[src/rtl/cpu_pkg.sv]
// Shared CPU constants: register index width, operand width, source count and
// the 8080 register-file index map used by decoder, operand fetch and execute.
package cpu_pkg;

    localparam int AW   = 4;
    localparam int DW   = 16;
    localparam int NSRC = 4;

    localparam logic [AW-1:0] REG_B   = 4'd0;
    localparam logic [AW-1:0] REG_C   = 4'd1;
    localparam logic [AW-1:0] REG_D   = 4'd2;
    localparam logic [AW-1:0] REG_E   = 4'd3;
    localparam logic [AW-1:0] REG_H   = 4'd4;
    localparam logic [AW-1:0] REG_L   = 4'd5;
    localparam logic [AW-1:0] REG_M   = 4'd6;
    localparam logic [AW-1:0] REG_A   = 4'd7;
    localparam logic [AW-1:0] REG_SP  = 4'd8;
    localparam logic [AW-1:0] REG_PSW = 4'd9;

endpackage

[src/rtl/of_bypass.sv]
// Write-bus forwarding for one operand: a register-file write landing on the
// same edge is not yet visible on rdata, so it is taken from the snoop bus.
module of_bypass #(
    parameter int AW = 4,
    parameter int DW = 16
) (
    input  logic [AW-1:0] a,
    input  logic [DW-1:0] d,
    input  logic          wen,
    input  logic [AW-1:0] waddr0,
    input  logic [DW-1:0] wdata0,
    input  logic [AW-1:0] waddr1,
    input  logic [DW-1:0] wdata1,
    output logic [DW-1:0] fwd
);

    // Port 1 is checked first: it wins when both ports hit the same register.
    always_comb begin
        fwd = d;
        if (wen && (waddr1 == a))
            fwd = wdata1;
        else if (wen && (waddr0 == a))
            fwd = wdata0;
    end

endmodule

[src/rtl/operand_fetch.sv]
// Two-stage operand fetch: F1 holds a uop while the register-file read is in
// flight, F2 holds forwarded operands for execute; valid/ready on both sides.
module operand_fetch
    import cpu_pkg::*;
#(
    parameter int AW    = 4,
    parameter int DW    = 16,
    parameter int UOP_W = 16
) (
    input  logic               clk,
    input  logic               rst_n,
    input  logic               flush,
    input  logic               dec_valid,
    output logic               dec_ready,
    input  logic [4*AW-1:0]    dec_src,
    input  logic [UOP_W-1:0]   dec_uop,
    output logic [AW-1:0]      raddr0_,
    output logic [AW-1:0]      raddr1_,
    output logic [AW-1:0]      raddr2_,
    output logic [AW-1:0]      raddr3_,
    input  logic [DW-1:0]      rdata0,
    input  logic [DW-1:0]      rdata1,
    input  logic [DW-1:0]      rdata2,
    input  logic [DW-1:0]      rdata3,
    input  logic               wen,
    input  logic [AW-1:0]      waddr0,
    input  logic [DW-1:0]      wdata0,
    input  logic [AW-1:0]      waddr1,
    input  logic [DW-1:0]      wdata1,
    output logic               ex_valid,
    input  logic               ex_ready,
    output logic [4*DW-1:0]    ex_ops,
    output logic [UOP_W-1:0]   ex_uop
);

    logic               f1_valid, f2_valid;
    logic               adv1, adv2, accept;
    logic [AW-1:0]      src_in  [NSRC];
    logic [AW-1:0]      raddr   [NSRC];
    logic [DW-1:0]      rdata   [NSRC];
    logic [AW-1:0]      f1_src  [NSRC];
    logic [AW-1:0]      f2_src  [NSRC];
    logic [DW-1:0]      op      [NSRC];
    logic [DW-1:0]      cap_op  [NSRC];
    logic [DW-1:0]      hold_op [NSRC];
    logic [UOP_W-1:0]   f1_uop, f2_uop;

    // rst_n gates acceptance so the read addresses read as zero during reset.
    always_comb begin
        adv2      = f2_valid & ex_ready;
        adv1      = f1_valid & (~f2_valid | ex_ready);
        dec_ready = rst_n & ~flush & (~f1_valid | adv1);
        accept    = dec_valid & dec_ready;
    end

    assign rdata[0] = rdata0;
    assign rdata[1] = rdata1;
    assign rdata[2] = rdata2;
    assign rdata[3] = rdata3;

    always_comb begin
        for (int unsigned k = 0; k < NSRC; k++) begin
            src_in[k] = dec_src[k*AW +: AW];
            raddr[k]  = accept ? src_in[k] : f1_src[k];
            ex_ops[k*DW +: DW] = op[k];
        end
    end

    assign raddr0_  = raddr[0];
    assign raddr1_  = raddr[1];
    assign raddr2_  = raddr[2];
    assign raddr3_  = raddr[3];
    assign ex_valid = f2_valid;
    assign ex_uop   = f2_uop;

    for (genvar k = 0; k < NSRC; k++) begin : g_fwd
        of_bypass #(.AW(AW), .DW(DW)) u_cap (
            .a(f1_src[k]), .d(rdata[k]), .wen(wen),
            .waddr0(waddr0), .wdata0(wdata0), .waddr1(waddr1), .wdata1(wdata1),
            .fwd(cap_op[k])
        );
        of_bypass #(.AW(AW), .DW(DW)) u_hold (
            .a(f2_src[k]), .d(op[k]), .wen(wen),
            .waddr0(waddr0), .wdata0(wdata0), .waddr1(waddr1), .wdata1(wdata1),
            .fwd(hold_op[k])
        );
    end

    always_ff @(posedge clk or negedge rst_n) begin
        if (!rst_n) begin
            f1_valid <= 1'b0;
            f1_uop   <= '0;
            f1_src   <= '{default: '0};
        end else begin
            if (flush)
                f1_valid <= 1'b0;
            else if (accept)
                f1_valid <= 1'b1;
            else if (adv1)
                f1_valid <= 1'b0;
            if (accept) begin
                f1_uop <= dec_uop;
                f1_src <= src_in;
            end
        end
    end

    // Stalled operands are refreshed from the write bus so they never go stale.
    always_ff @(posedge clk or negedge rst_n) begin
        if (!rst_n) begin
            f2_valid <= 1'b0;
            f2_uop   <= '0;
            f2_src   <= '{default: '0};
            op       <= '{default: '0};
        end else begin
            if (flush)
                f2_valid <= 1'b0;
            else if (adv1)
                f2_valid <= 1'b1;
            else if (adv2)
                f2_valid <= 1'b0;
            if (adv1) begin
                f2_uop <= f1_uop;
                f2_src <= f1_src;
                op     <= cap_op;
            end else if (f2_valid && !ex_ready) begin
                op     <= hold_op;
            end
        end
    end

endmodule

[config.mk]
export PLATFORM = sky130hd
export DESIGN_NAME = operand_fetch
export DESIGN_NICKNAME = d
export VERILOG_FILES = /design/src/rtl/cpu_pkg.sv /design/src/rtl/of_bypass.sv /design/src/rtl/operand_fetch.sv
export SDC_FILE = /design/constraint.sdc
export NUM_CORES = 1
export LEC_CHECK = 0
export ABC_AREA = 0
export BUFFER_PORTS_ARGS = -buffer_cell sky130_fd_sc_hd__buf_4
export CAP_MARGIN = 40
export CORE_MARGIN = 1.5
export CORE_UTILIZATION = 56
export CTS_CLUSTER_SIZE = 8
export DETAILED_ROUTE_END_ITERATION = 7
export HOLD_SLACK_MARGIN = 0.02
export PLACE_DENSITY = 0.89
export SKIP_CTS_REPAIR_TIMING = 1
export SLEW_MARGIN = 20
export SYNTH_ARGS = -nofsm -noshare
export SYNTH_HDL_FRONTEND = slang
export SYNTH_SLANG_ARGS = --single-unit
[constraint.sdc]
create_clock -name clk -period 3.4 [get_ports clk]
set_clock_uncertainty 0.2 [all_clocks]
set_input_delay 0.68 -clock clk [delete_from_list [all_inputs] [get_ports clk]]
set_output_delay 0.68 -clock clk [all_outputs]
set_load 0.01 [all_outputs]
==> metrics.cfg <==
[detailed_routing]
first_pass_iters=6
wl_per_cell_um=22.0
wirelength_mm=25.6
ant_nets=0
drtIter0Drc=726
vias=7405
drc=0
avgViaCountPerCell=6.36

[clock_network]
cts_made_buffers=17
clock_tree.root_cell=clkbuf_16
clock_latency_ns=0.43
cts_max_path_buffers=2
tritoncts=yes
cts_max_level=4
cts_num_sinks=130
path_clk_slew_ns=0.07

[place]
dp_hpwl_mm=17.9
dp_slack_ns=0.387
io_buffers=239
place.gp.congestion=0.936

[timing]
post-route-period-util_pct=88.9
finalHoldViolCount=0
fin_ws_ns=0.378
final_max_slew_viol_count=0
tightest_slew_ns=0.743
period_needed_ns=3.02
tns_ns=0
setup_viol=0
relSlewSlack_pct=50.5
rsz0062_at_grt=false
clock.fmax_mhz=331

[logic_synthesis]
synth_edf_count=0
syn_area_sq_um=7830
yosysTopAreaCellShare_pct=41.6
syn_area_per_cell_sq_um=10.2
synth_area_leaders=dfrtp_1 42%, mux2i_1 11%, a221oi_1 5.0%, mux2_2 5.0%, o32ai_1 5.0%
seq_area_frac_synth_pct=41.6
yosysUniqueCellTypes=44
yosys_warnings=0
syn_inst=768
synth_top_cell_by_area=dfrtp_1
async_flop_share_pct=100
synth_seq_cells=130
synth_fp_nets=910
yosys_most_used_dff=dfrtp_1

[worst_setup_path]
arrival_ns=2.14
start_kind=input port
critPathMaxFanout=21
cp-end-kind=output port
max_stage_delay_ns=0.40
path_class=input port to output port
cp_slowest_cell=mux2_2
worstPathCellList=buf_4 > and2b_1 > nand2_1 > and3b_1 > nand2_1 > buf_4 > mux2_2 > buf_4
timing.critical_path.buf_inv=3
required_ns=2.52
crit_path_frequent_cell=buf_4
critPathTopFamily=simple AND/OR/NAND/NOR gates

[pwr]
powerDensity_nw_per_um2=561
power_switching_w=0.00189
vdd_drop_max_mv=0.459
power_frac_clock_pct=32.7
pwr-share-comb_pct=29.8
p_leak_nw=4.74
seq_power_share_pct=37.5
internal_power_w=0.00387
swShare_pct=32.8

[final_layout]
multiInputGateArea_sq_um=4140
fill_cells=995
layout.nets=1113
antenna_cells=0
syn_to_final_growth_pct=31.2
seq_area_sq_um=3250
drive_gt1_share_pct=35.0
post-route-util_pct=74.5

[floorplanning]
io_pins=240
dieArea_sq_um=14700
die-width_um=121
core_sq_um=13800
initial_utilization_pct=56.8
rows=43
dieHeight_um=121

[global_routing]
grt-ovfl-total=0
grt_max_degree=56
antenna_found_initial=0
grt_pass1_vias=7427
grt_pass1_wl_mm=39.3
grt_use_total_pct=35.0

[run]
max_cap_violations=0

[hold_path]
hold_class=input port to asynchronous set/reset pin

[outcome]
status=completed

## routing by layer
metal	up-vias	share of wire [%]	global-route usage [%]
met5	-	0	0
met4	0	4.4	19.0
met1	3587	38	43.2
met2	450	48	56.6
met3	95	9.5	8.74
li1	3273	-	-
## path summary, 6_finish.rpt
path                                start    endpoint  depth (start not counted)  slack, ns
worst min-delay path                rst_n  ex_ops[38]                          2       0.06
worst max register to register   ex_valid  ex_ops[40]                          6       1.04
min in group clk                    flush    ex_valid                          2       0.21
worst max-delay path             ex_ready  raddr0_[0]                          8       0.38
max in group asynchronous           rst_n   ex_uop[0]                          2       2.32
worst min register to register  f1_uop[7]   ex_uop[7]                          2       0.26
## synth_stat cells (6+ instances only)
library cell,count
a21oi_1,25
a221oi_1,45
and3_1,19
buf_2,24
buf_4,9
buf_6,7
clkbuf_1,39
dfrtp_1,130
inv_1,8
mux2_2,35
mux2i_1,87
nand2_1,100
nand2b_1,6
nand3_1,19
nand4_1,7
nor2_1,8
nor3_1,12
o21a_1,16
o21ai_0,17
o32a_1,16
o32ai_1,45
xnor2_1,28
xor2_1,32
## power by group through the flow
stage	logic [W]	clock network, W	registers (W)
5_1_grt	0.00185	0.00196	0.00220
4_1_cts	0.00171	0.00189	0.00216
3_3_place_gp	0.00164	0	0.00217
6_report	0.00172	0.00189	0.00216
2_1_floorplan	0.000842	0	0.00221
3_5_place_dp	0.00170	0	0.00218
## registers in the layout, indices dropped and copies added, names as in the netlist
register	cells
f1_uop	16
ex_valid	1
f1_valid	1
f1_src	16
ex_ops	64
f2_src	16
ex_uop	16
## cells in the final DEF (no fill, tap or decap), types with 19 or more instances in the layout
master	netlist	routed
buf_4	9	261
dfrtp_1	130	130
nand2_1	100	100
mux2i_1	87	87
o32ai_1	45	45
a221oi_1	45	45
mux2_2	35	35
xor2_1	32	32
xnor2_1	28	28
a21oi_1	25	22
and3_1	19	19
nand3_1	19	19
## cell type report
| class | count | share of cell area (%) |
|---|---|---|
| clock buffers | 18 | 4.18 |
| clock inverters | 14 | 1.65 |
| inverters | 8 | 0.293 |
| multi-input cells | 549 | 40.3 |
| flip-flops and latches | 130 | 31.7 |
| well taps | 180 | 2.19 |
| repair buffers | 265 | 19.7 |
## per-stage QoR
stage / instance area [sq um] / hold slack [ns] / power [W] / instances
2_1_floorplan: 7830 / 0.184 / 0.00306 / 768
3_3_place_gp: 9610 / 0.242 / 0.00381 / 1128
3_5_place_dp: 9660 / 0.251 / 0.00387 / 1131
4_1_cts: 10300 / -0.182 / 0.00576 / 1163
5_1_grt: 10300 / 0.0766 / 0.00601 / 1164
6_report: 10300 / 0.0631 / 0.00576 / 1164
## cell families after synthesis
logic type / after synthesis / synth area share (%)
compound gates: 181 / 18.3
xor+xnor: 61 / 6.92
buf+inv: 89 / 5.76
flops: 130 / 41.6
mux: 123 / 16.4
simple gates: 184 / 11.1
Power figures use the tool's default switching activity.
